File: config.mk
export PLATFORM = sky130hd
export DESIGN_NAME = alu_mc
export DESIGN_NICKNAME = d
export VERILOG_FILES = /design/src/rtl/alu_pkg.sv /design/src/rtl/alu_comb.sv /design/src/rtl/alu_mc.sv
export SDC_FILE = /design/constraint.sdc
export NUM_CORES = 1
export LEC_CHECK = 0
export ABC_AREA = 0
export BUFFER_PORTS_ARGS = -buffer_cell sky130_fd_sc_hd__buf_2
export CORE_MARGIN = 10
export CORE_UTILIZATION = 40
export DETAILED_ROUTE_END_ITERATION = 6
export PLACE_DENSITY = 0.62
export SYNTH_ARGS = -nofsm -noshare
export SYNTH_HDL_FRONTEND = slang
export SYNTH_SLANG_ARGS = --single-unit
File: constraint.sdc
create_clock -name i_clk -period 5.45 [get_ports i_clk]
set_input_delay 1.09 -clock i_clk [delete_from_list [all_inputs] [get_ports i_clk]]
set_output_delay 1.09 -clock i_clk [all_outputs]
set_load 0.01 [all_outputs]
File: src/rtl/alu_pkg.sv
// Shared opcode and state encodings for the multi-cycle ALU.
package alu_pkg;

    localparam int ALU_CTRL_W = 3;

    typedef enum logic [ALU_CTRL_W-1:0] {
        ALU_ADD = 3'b000,
        ALU_SUB = 3'b001,
        ALU_AND = 3'b010,
        ALU_OR  = 3'b011,
        ALU_XOR = 3'b100,
        ALU_SLT = 3'b101,
        ALU_SLL = 3'b110,
        ALU_SRL = 3'b111
    } alu_op_t;

    typedef enum logic [1:0] {
        IDLE  = 2'd0,
        SHIFT = 2'd1,
        DONE  = 2'd2
    } alu_state_t;

    function automatic logic is_shift(input alu_op_t op);
        return (op == ALU_SLL) || (op == ALU_SRL);
    endfunction

endpackage

File: src/rtl/alu_comb.sv
// Single-cycle ALU datapath: result plus signed/unsigned compare flags.
// Latency: purely combinational.
// Backpressure: none, evaluated continuously.
module alu_comb
    import alu_pkg::*;
#(
    parameter int XLEN = 32
) (
    input  alu_op_t         op,
    input  logic [XLEN-1:0] a,
    input  logic [XLEN-1:0] b,
    output logic [XLEN-1:0] res,
    output logic            lt,
    output logic            ltu
);

    always_comb begin
        lt  = $signed(a) < $signed(b);
        ltu = a < b;
        res = a;
        case (op)
            ALU_ADD: res = a + b;
            ALU_SUB: res = a - b;
            ALU_AND: res = a & b;
            ALU_OR:  res = a | b;
            ALU_XOR: res = a ^ b;
            ALU_SLT: res = {{(XLEN-1){1'b0}}, lt};
            // shifts seed the iterative shifter with operand A
            ALU_SLL: res = a;
            ALU_SRL: res = a;
            default: res = a;
        endcase
    end

endmodule

File: src/rtl/alu_mc.sv
// Multi-cycle ALU: one op per valid/ready handshake, shifts iterate one bit per cycle.
// Latency: 1 cycle for single-cycle ops, 1+shamt cycles for SLL/SRL.
// Backpressure: result and flags held in DONE until i_ready; no accept in the consume cycle.
module alu_mc
    import alu_pkg::*;
#(
    parameter int XLEN    = 32,
    parameter int SHAMT_W = $clog2(XLEN)
) (
    input  logic                  i_clk,
    input  logic                  i_rst_n,
    input  logic                  i_valid,
    output logic                  o_ready,
    input  logic [ALU_CTRL_W-1:0] i_alucrtl,
    input  logic [XLEN-1:0]       i_srca,
    input  logic [XLEN-1:0]       i_srcb,
    output logic                  o_valid,
    input  logic                  i_ready,
    output logic [XLEN-1:0]       o_result,
    output logic                  o_zero,
    output logic                  o_lt,
    output logic                  o_ltu
);

    alu_state_t         state;
    alu_op_t            op_q;
    logic [SHAMT_W-1:0] cnt;
    logic [XLEN-1:0]    result_q;
    logic               lt_q;
    logic               ltu_q;

    alu_op_t            op_in;
    logic [SHAMT_W-1:0] shamt;
    logic [XLEN-1:0]    comb_res;
    logic               comb_lt;
    logic               comb_ltu;
    logic               accept;

    assign op_in  = alu_op_t'(i_alucrtl);
    assign shamt  = i_srcb[SHAMT_W-1:0];
    assign accept = i_valid & o_ready;

    alu_comb #(
        .XLEN (XLEN)
    ) u_alu_comb (
        .op  (op_in),
        .a   (i_srca),
        .b   (i_srcb),
        .res (comb_res),
        .lt  (comb_lt),
        .ltu (comb_ltu)
    );

    always_ff @(posedge i_clk or negedge i_rst_n) begin
        if (!i_rst_n) begin
            state    <= IDLE;
            op_q     <= ALU_ADD;
            cnt      <= '0;
            result_q <= '0;
            lt_q     <= 1'b0;
            ltu_q    <= 1'b0;
        end else begin
            case (state)
                IDLE: begin
                    if (accept) begin
                        op_q     <= op_in;
                        lt_q     <= comb_lt;
                        ltu_q    <= comb_ltu;
                        result_q <= comb_res;
                        cnt      <= shamt;
                        // a zero shift amount is already complete with result = A
                        state    <= (is_shift(op_in) && (shamt != '0)) ? SHIFT : DONE;
                    end
                end
                SHIFT: begin
                    result_q <= (op_q == ALU_SLL) ? (result_q << 1) : (result_q >> 1);
                    cnt      <= cnt - SHAMT_W'(1);
                    if (cnt == SHAMT_W'(1)) begin
                        state <= DONE;
                    end
                end
                DONE: begin
                    if (i_ready) begin
                        state <= IDLE;
                    end
                end
                default: state <= IDLE;
            endcase
        end
    end

    assign o_ready  = (state == IDLE);
    assign o_valid  = (state == DONE);
    assign o_result = result_q;
    assign o_zero   = (result_q == '0);
    assign o_lt     = lt_q;
    assign o_ltu    = ltu_q;

endmodule
# Yosys cells after proc, flatten, opt, wreduce, memory -nomap -nowiden
# Cells that the tools add are included.
# classes
addsub	3
magnitude_cmp	2
eq_ne	14
mux	11
bitwise_logic	4
n_reduce_logical	11
# op_table
op	count
one-hot mux 32 bit (7 select lines)	1
< comparator 32 bit	2
2-to-1 mux 32 bit	2
one-hot mux 32 bit (2 select lines)	1
adder 32 bit	1
AND 32 bit	1
logical NOT 32 bit	1
bitwise OR 32 bit	1
subtractor 32 bit	1
bitwise XOR 32 bit	1
equality test 3 bit (second input constant)	5
one-hot mux 5 bit (2 select lines)	1
2-to-1 mux 2 bit	4
equality test 3 x 2 -> 1 bit (second input constant)	2
one-hot mux 2 bit (3 select lines)	1
equality test 5 x 1 -> 1 bit (second input constant)	1
2-to-1 mux 5 bit	1
nonzero test 5 bit	1
subtractor 5 x 1 -> 5 bit (second input constant)	1
inequality test 2 x 1 -> 1 bit (second input constant)	2
AND reduction 2 bit	2
equality test 3 x 1 -> 1 bit (second input constant)	1
logical NOT 3 bit	1
AND reduction 3 bit	1
9 further kinds	9
# totals
regBits	44
input_bits	71
output_inout_bits	37
word_cells	51

# Longest topological paths before layout
# Gate-level depths: netlist of run 1.
# logic_depth
word_depth	6
ltp_mapped	12
mapped_depth_nobuf	12

# Hierarchy
# A second synthesis of run 1 with hierarchy kept.
# hier_totals
cells_unflattened	1042
hier_area_um2	7693.6
# by_module_without_submodules
mod	instances	cells_per_inst	area_per_inst_um2	seq_area_each_um2
alu_comb	1	779	5027.3	0.0
alu_mc	1	263	2666.3	1101.1

# Worst setup path after synthesis of run 1
# No wires, ideal clock.
# synth_timing
path_type	input-to-reg
startpoint	in i_srca[0]
endpoint	reg result_q[18] (netlist: o_result[18])
arrival_time_ps	3594
required_ps	5381
setup_slack_ps	1788
cell_stages	12
path_cell_list	inv_1 -> ha_1 -> fa_1 -> o21bai_2 -> o2111ai_2 -> a2111oi_2 -> nor3_1 -> or3_1 -> a21oi_1 -> o21ai_1 -> or3_1 -> nand3_1
# synth_via
elab_chain_len	4
word_cells_on_any_way	5
# synth_lines
element	line_no	text
start, declared	alu_mc.sv:15	input logic [XLEN-1:0] i_srca,
subtractor 32 bit or adder 32 bit (tied branches)	alu_comb.sv:23, alu_comb.sv:22	
one-hot mux 32 bit (7 select lines) *	alu_comb.sv:21	case (op)
2-to-1 mux 32 bit *	alu_mc.sv:65	if (accept) begin
one-hot mux 32 bit (2 select lines) *	alu_mc.sv:63	case (state)
end signal, assigned	alu_mc.sv:69	result_q <= comb_res;
end signal, assigned	alu_mc.sv:76	result_q <= (op_q == ALU_SLL) ? (result_q << 1) : (result_q >> 1);
end, declared	alu_mc.sv:28	logic [XLEN-1:0] result_q;
# Every way passes the cells marked *; elsewhere a longest branch is shown, timed or not. The select of a mux whose other input is x is not followed.
# A chain may end at the register's enable or synchronous reset.

# Final worst setup path of run 1
# layout_timing
startpoint	in i_srca[0]
endpoint	reg result_q[0] (netlist: o_result[0])
# layout_via
elab_chain_len	4
word_cells_on_any_way	9
# layout_lines
element	line_no	text
subtractor 32 bit, or another cell as far along	alu_comb.sv:23	ALU_SUB: res = a - b;
one-hot mux 32 bit (7 select lines) *	alu_comb.sv:21	
2-to-1 mux 32 bit *	alu_mc.sv:65	
one-hot mux 32 bit (2 select lines) *	alu_mc.sv:63	
# Marked as above.

==> results of run 1 <==
-- cell type report --
| cell class | instances | share of cell area (%) |
|---|---|---|
| inverter | 117 | 4.85 |
| timing repair buffer | 123 | 7.24 |
| multi-input combinational | 954 | 70.1 |
| clock inverter | 3 | 0.511 |
| tap | 270 | 3.73 |
| clock buffer | 5 | 1.38 |
| sequential | 44 | 12.2 |
-- registers in the layout, indices dropped and copies added, names as in the netlist --
| register | count |
|---|---|
| o_result | 32 |
| o_lt | 1 |
| cnt | 5 |
| o_ltu | 1 |
| state | 2 |
| op_q | 3 |
-- worst max-delay path by stage --
stage	start	end	cells past startpoint	slack, ns
after CTS	i_srcb[0]	o_result[26]	13	1.54
after floorplan	i_srca[0]	o_result[18]	12	1.79
after detailed placement	i_srcb[0]	o_result[26]	13	1.24
after global placement	i_srca[0]	o_result[0]	13	1.29
final	i_srca[0]	o_result[0]	13	1.44
after global routing	i_srca[1]	o_result[31]	12	1.31
-- cell usage in the layout, fill, tap and decap left out, drive strengths merged, types with 11 or more instances in the layout --
| cell | count |
|---|---|
| ha | 98 |
| o211ai | 17 |
| a21o | 23 |
| a211oi | 11 |
| or3 | 11 |
| buf | 123 |
| xnor2 | 24 |
| nand2 | 126 |
| dfrtp | 44 |
| nand2b | 12 |
| o21ai | 87 |
| nor2b | 11 |
| a21oi | 142 |
| nor3 | 31 |
| nand3 | 35 |
| o22ai | 15 |
| nor4 | 15 |
| inv | 114 |
| mux2i | 23 |
| nor2 | 87 |
| o21bai | 13 |
| a31oi | 23 |
-- cell families after synthesis --
group           count (synthesis)
buf+inv                       191
compound gates                431
fa+ha+maj                     100
xor+xnor                       26
flops                          44
mux                            24
simple gates                  373
-- worst max-delay path: cells and delay by family --
| kind | cells | cell delay, ns |
|---|---|---|
| AOI/OAI and AO/OA | 9 | 2.28 |
| adders and majority gates | 2 | 0.65 |
| buffers and inverters | 2 | 0.17 |
-- metrics by stage --
step	instance area, um^2	setup WS (ns)
after floorplan	8310	1.79
after global placement	8890	1.29
after detailed placement	8890	1.24
after CTS	9060	1.54
after global routing	9060	1.31
final	9060	1.44
-- power by group --
part,switching (mW),internal [mW],leakage [nW]
combinational,0.997,0.589,3.55
clock,0.154,0.219,0.0804
sequential,0.245,0.486,0.530
total,1.40,1.29,4.16
-- routing by layer --
metal / vias up / wire length [um]
met1: 4274 / 13300
met4: 0 / 755
met2: 483 / 13700
met3: 58 / 3020
li1: 4395 / -
met5: - / 0
==> summary.txt, run 1 <==
================================================================================
Arrival time at the worst endpoint                                       4.20 ns
H-tree Lvls                                                                    2
Count of unique library cells instantiated by Yosys                           94
Area occupied by registers                                             1100 um^2
Crit Reg-Reg Endpoint                                               o_result[29]
Share of the yosys chip area belonging to registers                        13.3%
Via count                                                                   9210
Global-route wire length before repair                                   47.9 mm
Adder and majority gate portion of the synthesized area                    15.2%
Dominant cells by area after synthesis                              ha_1 15%, dfrtp_1 13%, a21oi_1 8.3%, nand2_1 5.6%, inv_1 5.1%
Type of the tightest min-delay check                                flip-flop to flip-flop
Utilization of the core after routing                                      44.5%
Number of cell rows                                                           52
Pin count of the biggest net entering global routing                          46
Endpoints failing hold                                                         0
Startpoint-to-endpoint class of the critical path                   primary input to flip-flop
Syn avg cell area                                                      6.99 um^2
Largest voltage drop on the vdd net                                   0.000153 V
Clock tree from TritonCTS                                                   done
Highest net fanout along the worst path                                        5
Global placer's final weighted congestion                                  0.993
Overall die height                                                        164 um
Synthesized-area fraction occupied by and/or/nand/nor cells                21.4%
Post-synthesis share of cell area spent on xor and xnor gates              2.74%
CTS clk-pin slew, worst paths                                            0.07 ns
Antenna violations before repair                                               0
End point of the worst hold path                                            o_lt
Number of global-route vias before repair                                   8577
Clock buffer count from CTS                                                    5
Measured slew at the worst slew-check pin                                1.11 ns
Initial cell density of the core                                           40.8%
Worst Path Required                                                      5.63 ns
Run status                                                             completed
DR DRC count                                                                   0
Number of pins exceeding their max-slew limit in the final report              0
Number of buffers inserted by port buffering                                 107
Startpoint Class                                                    primary input
Multi-input gate area                                                  6350 um^2
Post-CTS setup buffer count                                                    0
Fill cell count                                                             2120
Antenna Cells                                                                  0
Share of cell area taken by muxes after synthesis                          2.91%
Hold Worst Slack                                                        0.482 ns
Power density over the cells                                         297 nW/um^2
Clock Path Buffers                                                             2
Slack of the worst reg-to-reg path                                       2.67 ns
Total Die Area                                                        26900 um^2
Net Count, Synth                                                            1360
Leakage component of the power                                           4.16 nW
Detailed router's first-iteration violation count                            922
Unrepaired setup endpoints after global routing                               no
Cell count after synthesis                                                  1189
Count of flip-flops with a built-in enable after synthesis                     0
Worst reg2reg path depth                                                       9
Post-route clock period utilization                                        73.6%
Tmin final                                                               4.01 ns
Number of warning messages in the yosys log                                    0
Synth top area share                                                       14.8%
Gates resized, CTS repair                                                      0
Worst skew pair latency                                                  0.30 ns
GRT overflow                                                                   0
Net count reported at finish                                                1416
Headroom to the max-slew limit                                             26.3%
Worst path cell trace                                               buf_2 -> inv_1 -> ha_1 -> fa_1 -> o21bai_2 -> o2111ai_2 -> a2111oi_2 -> o311ai_2 -> o21ai_2 -> o2111ai_1 -> a21oi_1 -> o21a_1 -> o21ai_0
Met1 Usage GRT                                                             29.6%
Number of placed I/O pins                                                    108
Number of synthesized register bits                                           44
Finish-stage setup viols                                                       0
Clock Skew                                                            0.00395 ns
Total Neg Setup Slack                                                       0 ns
Detailed Route WL                                                        30.8 mm
Floorplan die width                                                       164 um
Non-filler cells, final                                                     1516
Dominant combinational cell family by area after synthesis          compound AO/OA/AOI/OAI gates
Peak clock frequency supported by timing                               0.249 GHz
Ratio of cells with drive above 1 in the final layout                      13.6%
FFs w/ async S/R, synth                                                     100%
Worst hold path stage count                                                    2
Antenna violation net count after detailed routing                             0
Most used DFF post-synth                                                 dfrtp_1
Top post-synthesis cells by count                                   138 x a21oi_1, 123 x nand2_1, 112 x inv_1
Number of max-capacitance violations reported                                  0
Yosys top cell by area                                                      ha_1
DP Cell Count                                                               1508
WL/cell                                                                  20.3 um
Estimated wirelength of the detail-placed design                         23.4 mm
Worst hold path startpoint                                                  o_lt
Area growth, synth to finish                                               9.00%
Slowest cell delay on critical path                                      0.50 ns
GR Layer Usage met2                                                        34.2%
Crit. End Element                                                      flip-flop
Number of clock sinks                                                         44
Per-cell via count in the routed design                                     6.08
Most numerous cell in the Yosys netlist                                  a21oi_1
Number of hold buffers added after cts                                         0
Placeable core area                                                   20400 um^2
Worst-path cell with the longest stage delay                           a2111oi_2
Compound-gate portion of the synthesized area                              34.0%
Critical register-to-register path startpoint                           state[0]
Buffer cell driving the clock tree root                                clkbuf_16
Busiest metal layer after global routing                                    met2
Synthesized cell area                                                  8310 um^2
First drt pass iteration count                                                 6
Met3 Use GR                                                                4.46%
Total chip power                                                         2.69 mW
GR Util All Layers                                                         21.8%
================================================================================
Power figures use the tool's default switching activity.
==> run 2, diff against run 1 <==
==> constraint.sdc (replaced) <==
create_clock -name i_clk -period 3.8 [get_ports i_clk]
set_input_delay 0.76 -clock i_clk [delete_from_list [all_inputs] [get_ports i_clk]]
set_output_delay 0.76 -clock i_clk [all_outputs]
set_load 0.01 [all_outputs]
==> summary.txt, run 2 (synthesis results as in run 1) <==
================================================================================
GRT overflow                                                                   0   unchanged
Peak clock frequency supported by timing                               0.283 GHz
Worst skew pair latency                                                  0.30 ns   about the same
Power density over the cells                                         417 nW/um^2   +40%
Number of max-capacitance violations reported                                  0   unchanged
Pin count of the biggest net entering global routing                          45   -2.2%
Total non-filler cell area in the finished layout                      9360 um^2   +3.4%
Highest net fanout along the worst path                                        3   -2
H-tree Lvls                                                                    2   unchanged
Antenna Cells                                                                  0   unchanged
GR Layer Usage met2                                                        35.1%   +0.87 points
Busiest metal layer after global routing                                    met2
Ratio of cells with drive above 1 in the final layout                      16.2%   +2.6 points
Worst Path Required                                                      3.98 ns   -1.65 ns
Via count                                                                   9347   +1.5%
Worst hold path startpoint                                               op_q[1]
Headroom to the max-slew limit                                             20.4%   -5.9 points
Gates resized, CTS repair                                                      0   unchanged
Clock tree from TritonCTS                                                   done
WL/cell                                                                  20.0 um   -1.4%
Startpoint Class                                                    primary input
Leakage component of the power                                           4.36 nW   +4.7%
Run status                                                             completed
Detailed Route WL                                                        31.1 mm   +1.2%
Critical register-to-register path startpoint                           state[0]
Slack of the worst reg-to-reg path                                       1.04 ns   -1.63 ns
Post-route clock period utilization                                        93.1%
Number of global-route vias before repair                                   8803   +2.6%
Arrival time at the worst endpoint                                       3.71 ns   -0.49 ns
Logic pwr share                                                            59.4%   +0.5 points
Net load switching power                                                 2.00 mW   +43%
CTS clk-pin slew, worst paths                                            0.07 ns   about the same
Endpoints failing hold                                                         0   unchanged
Worst hold path stage count                                                    2   unchanged
Startpoint-to-endpoint class of the critical path                   primary input to flip-flop
Placeable core area                                                   20400 um^2   unchanged
End point of the worst hold path                                         op_q[1]
Worst reg2reg path depth                                                       5   -4
Estimated wirelength of the detail-placed design                         24.4 mm   +4.2%
Clock buffer count from CTS                                                    5   unchanged
Net count reported at finish                                                1455   +2.8%
Number of clock sinks                                                         44   unchanged
Number of cell rows                                                           52   unchanged
Global-route wire length before repair                                   48.4 mm   +0.91%
Tmin final                                                               3.54 ns
DR DRC count                                                                   0   unchanged
Per-cell via count in the routed design                                     6.01   -1.1%
GR Util All Layers                                                         22.2%   +0.35 points
Antenna violations before repair                                               0   unchanged
Measured slew at the worst slew-check pin                                1.19 ns   +0.0843 ns
Buffer cell driving the clock tree root                                clkbuf_16
Switching part of the total power                                          51.3%   -0.65 points
Type of the tightest min-delay check                                flip-flop to flip-flop
Detailed router's first-iteration violation count                            942   +2.2%
Most common cell after layout, fill and taps aside                       a21oi_1
Area growth, synth to finish                                               12.7%
Antenna violation net count after detailed routing                             0   unchanged
Initial cell density of the core                                           40.8%   unchanged
Crit Reg-Reg Endpoint                                               o_result[18]
Largest voltage drop on the vdd net                                   0.000197 V   +29%
Floorplan die width                                                       164 um   unchanged
Met3 Use GR                                                                6.23%   +1.8 points
Met1 Usage GRT                                                             28.9%   -0.72 points
Number of pins exceeding their max-slew limit in the final report              0   unchanged
Standard cell area after detailed placement                            9190 um^2   +3.4%
Number of placed I/O pins                                                    108   unchanged
Clock Path Buffers                                                             2   unchanged
Crit. End Element                                                      flip-flop
Int Power                                                                1.90 mW   +47%
Unrepaired setup endpoints after global routing                               no
Total Die Area                                                        26900 um^2   unchanged
Proportion of power drawn by the clock network                             13.8%   about the same
Global placer's final weighted congestion                                  0.955   -3.9%
Finish-stage setup viols                                                       0   unchanged
Number of hold buffers added after cts                                         0   unchanged
Clock Skew                                                            0.00306 ns   -0.000888 ns
Sequential share of power                                                  26.8%   -0.4 points
Total Neg Setup Slack                                                       0 ns   unchanged
Commonest non-fill, non-tap cells in the layout                     138 x a21oi_1, 123 x nand2_1, 112 x inv_1
Overall die height                                                        164 um   unchanged
Post-CTS setup buffer count                                                    0   unchanged
First drt pass iteration count                                                 6   unchanged
Number of buffers inserted by port buffering                                 107   unchanged
Max reg flops                                                                 32   unchanged
================================================================================
==> run 2: cell types whose count changed in the layout (fill, tap and decap cells not counted), sizes merged <==
cell      delta
inv          -1
buf         +39
clkinvlp     -1
clkinv       +2
==> run 2: per-stage QoR <==
step	power (mW)	utilization (%)	std cells	setup slack, ns	hold slack, ns
after floorplan	2.48	-	1189	0.468	0.450
after global placement	3.31	45.1	1547	0.0889	0.470
after detailed placement	3.33	45.1	1547	0.0626	0.471
after CTS	3.88	46.0	1555	0.363	0.489
after global routing	4.20	46.0	1555	0.120	0.514
final	3.90	46.0	1555	0.263	0.485
==> run 2: final cells by class <==
| class | instances | area (um^2) |
|---|---|---|
| clock buffer | 5 | 125 |
| multi-input combinational | 954 | 6350 |
| timing repair buffer | 162 | 961 |
| clock inverter | 3 | 47.5 |
| fill | 2095 | 11000 |
| inverter | 117 | 439 |
| sequential | 44 | 1100 |
| tap | 270 | 338 |
==> run 2: routing by layer <==
| layer | vias to the layer above | routed length, um |
|---|---|---|
| met3 | 57 | 3180 |
| li1 | 4481 | - |
| met4 | 0 | 729 |
| met5 | - | 0 |
| met2 | 429 | 13800 |
| met1 | 4380 | 13400 |
==> run 2: worst max path at each step <==
stage,end,startpoint,depth (start not counted),slack (ns)
finish,o_result[0],i_srca[0],13,0.26
global route,o_result[18],i_srca[0],13,0.12
CTS,o_result[18],i_srca[0],13,0.36
detailed placement,o_result[18],i_srca[0],13,0.06
global placement,o_result[18],i_srca[0],13,0.09
floorplan,o_result[18],i_srca[0],12,0.47
==> run 2: worst max-delay path, stage by stage <==
cell and delay (ns):
buf_2 0.10, inv_1 0.06, ha_1 0.23, fa_1 0.42
o21bai_2 0.19, o2111ai_2 0.17, a2111oi_2 0.55, o311ai_2 0.24
o21ai_2 0.30, o2111ai_1 0.23, a21oi_1 0.24, o21a_1 0.15
o21ai_0 0.07
==> run 2: power by group through the flow <==
stage / Sequential [mW] / Clock [mW] / Combinational, mW
5_1_grt: 1.08 / 0.554 / 2.56
3_5_place_dp: 1.05 / 0 / 2.29
2_1_floorplan: 1.00 / 0 / 1.48
4_1_cts: 1.04 / 0.540 / 2.30
6_report: 1.05 / 0.537 / 2.32
3_3_place_gp: 1.04 / 0 / 2.27
==> run 3, diff against run 2 <==
--- a/config.mk
+++ b/config.mk
@@ -7,7 +7,6 @@
 export LEC_CHECK = 0
 export ABC_AREA = 0
 export BUFFER_PORTS_ARGS = -buffer_cell sky130_fd_sc_hd__buf_2
-export CORE_MARGIN = 10
 export CORE_UTILIZATION = 40
 export DETAILED_ROUTE_END_ITERATION = 6
 export PLACE_DENSITY = 0.62
==> summary.txt, run 3 (synthesis results as in run 1) <==
================================================================================
Initial cell density of the core                                           40.9%   +0.13 points
Ratio of cells with drive above 1 in the final layout                      15.8%   -0.39 points
Antenna violation net count after detailed routing                             0   unchanged
H-tree Lvls                                                                    2   unchanged
Headroom to the max-slew limit                                             34.8%   +14 points
Logic pwr share                                                            58.8%   -0.6 points
Utilization of the core after routing                                      45.9%   -0.11 points
Peak clock frequency supported by timing                               0.286 GHz   +1.1%
Floorplan die width                                                       146 um   -11%
Worst-path cell with the longest stage delay                            a311oi_1
Pin count of the biggest net entering global routing                          33   -27%
Commonest non-fill, non-tap cells in the layout                     138 x a21oi_1, 123 x nand2_1, 112 x inv_1
Endpoints failing hold                                                         0   unchanged
Multi-input gate area                                                  6350 um^2   unchanged
Fill cell count                                                             2150   +2.6%
GRT overflow                                                                   0   unchanged
Leakage component of the power                                           4.33 nW   -0.70%
Unrepaired setup endpoints after global routing                               no
Crit. End Element                                                      flip-flop
Global placer's final weighted congestion                                  0.976   +2.2%
CTS clk-pin slew, worst paths                                            0.07 ns   about the same
GR Util All Layers                                                         28.0%   +5.9 points
Detailed router's first-iteration violation count                            845   -10%
Run status                                                             completed
Buffer cell driving the clock tree root                                clkbuf_16
Post-CTS setup buffer count                                                    0   unchanged
Number of pins exceeding their max-slew limit in the final report              0   unchanged
Int Power                                                                1.91 mW   +0.43%
Post-route clock period utilization                                        92.1%   -0.99 points
Largest voltage drop on the vdd net                                   0.000235 V   +19%
Tmin final                                                               3.50 ns   -0.0375 ns
Number of global-route vias before repair                                   8669   -1.5%
Clock Skew                                                            0.00749 ns   +0.00443 ns
Worst Slack Setup Final                                                 0.301 ns   +0.0375 ns
Worst skew pair latency                                                  0.30 ns   about the same
DR DRC count                                                                   0   unchanged
Worst Path Required                                                      3.95 ns   -0.03 ns
Overall die height                                                        146 um   -11%
Net load switching power                                                 1.97 mW   -1.2%
Number of clock sinks                                                         44   unchanged
Estimated wirelength of the detail-placed design                         23.4 mm   -4.3%
Number of max-capacitance violations reported                                  0   unchanged
Post-placement worst setup slack                                        0.117 ns   +0.0540 ns
Startpoint Class                                                    primary input
Area occupied by registers                                             1100 um^2   unchanged
Worst path cell trace                                               buf_2 -> inv_1 -> ha_1 -> a211o_1 -> a211oi_1 -> buf_4 -> nor2_1 -> a21o_1 -> a311oi_1 -> o21ai_0 -> a311o_1 -> o21ai_0 -> a32oi_1
Number of buffers inserted by port buffering                                 107   unchanged
Critical register-to-register path startpoint                           state[0]
DP Cell Count                                                               1541   -0.39%
Startpoint-to-endpoint class of the critical path                   primary input to flip-flop
Arrival time at the worst endpoint                                       3.65 ns   -0.06 ns
Antenna Cells                                                                  0   unchanged
Type of the tightest min-delay check                                primary input to async pin
WL/cell                                                                  19.4 um   -2.9%
Highest net fanout along the worst path                                        5   +2
Dominant cell type by count on the critical path                         o21ai_0
Slowest cell delay on critical path                                      0.47 ns   -0.08 ns
Worst reg2reg path depth                                                       8   +3
Via count                                                                   9249   -1.0%
Proportion of power drawn by the clock network                             13.9%   about the same
Detailed Route WL                                                        30.1 mm   -3.3%
Area growth, synth to finish                                               12.1%
Power density over the cells                                         417 nW/um^2   +0.15%
Clock buffer count from CTS                                                    5   unchanged
Per-cell via count in the routed design                                     5.97   -0.67%
Placeable core area                                                   20300 um^2   -0.32%
Number of hold buffers added after cts                                         0   unchanged
Hold Worst Slack                                                        0.421 ns   -0.0631 ns
Slack of the worst reg-to-reg path                                       1.19 ns   +0.15 ns
Clock tree from TritonCTS                                                   done
Global-route wire length before repair                                   48.1 mm   -0.63%
Switching part of the total power                                          50.8%   -0.41 points
Number of cell rows                                                           52   unchanged
Antenna violations before repair                                               0   unchanged
Sequential share of power                                                  27.4%   +0.6 points
Gates resized, CTS repair                                                      0   unchanged
Net count reported at finish                                                1449   -0.41%
Measured slew at the worst slew-check pin                               0.976 ns   -0.214 ns
Max reg flops                                                                 32   unchanged
Non-filler cells, final                                                     1549   -0.39%
Total Die Area                                                        21400 um^2   -21%
Clock Path Buffers                                                             2   unchanged
First drt pass iteration count                                                 5   -1
Crit Reg-Reg Endpoint                                               o_result[29]
Finish-stage setup viols                                                       0   unchanged
Total Neg Setup Slack                                                       0 ns   unchanged
Number of placed I/O pins                                                    108   unchanged
Most common cell after layout, fill and taps aside                       a21oi_1
================================================================================
run 3: cell types whose count changed in the layout (fill, tap and decap cells not counted), sizes merged:
cell,previous run,this run
buf,162,156
clkinv,6,5
clkbuf,5,6
run 3: worst max path at each step:
stage	cells past startpoint	to	startpoint
after detailed placement	12	o_result[18]	i_srcb[0]
after global routing	12	o_result[18]	i_srca[0]
final	13	o_result[31]	i_srca[1]
after global placement	12	o_result[18]	i_srcb[0]
after CTS	13	o_result[31]	i_srca[1]
after floorplan	12	o_result[18]	i_srca[0]
run 3: per-stage QoR:
| step | power [mW] | cell area [um^2] |
|---|---|---|
| detailed placement | 3.30 | 9130 |
| global placement | 3.28 | 9130 |
| finish | 3.88 | 9310 |
| floorplan | 2.48 | 8310 |
| CTS | 3.85 | 9310 |
| global route | 4.17 | 9310 |
run 3: power by group through the flow:
stage	registers (mW)	logic (mW)	clock network, mW
global route	1.09	2.52	0.559
floorplan	1.00	1.48	0
CTS	1.05	2.25	0.548
finish	1.06	2.28	0.539
global placement	1.06	2.22	0
detailed placement	1.06	2.24	0
run 3: critical path, delay by kind of cell:
family / cells / cell delay (ns)
AND/OR/NAND/NOR: 1 / 0.05
adder cells (fa/ha/maj): 1 / 0.27
AO/OA/AOI/OAI: 8 / 2.09
buffers and inverters: 3 / 0.47
run 3: final cells by class:
cell class | count | share of cell area (%)
flip-flops and latches | 44 | 11.8
clock buffers | 6 | 1.49
inverters | 117 | 4.72
well taps | 270 | 3.63
clock inverters | 2 | 0.417
repair buffers | 156 | 9.70
multi-input cells | 954 | 68.2
run 3: per-layer routing:
metal / GRT usage (%) / share of wire (%) / routed length [um]
met3: 3.09 / 6.9 / 2080
met2: 45.0 / 45 / 13500
met4: 7.08 / 2.3 / 690
met5: 0 / 0 / 0
met1: 39.7 / 46 / 13800
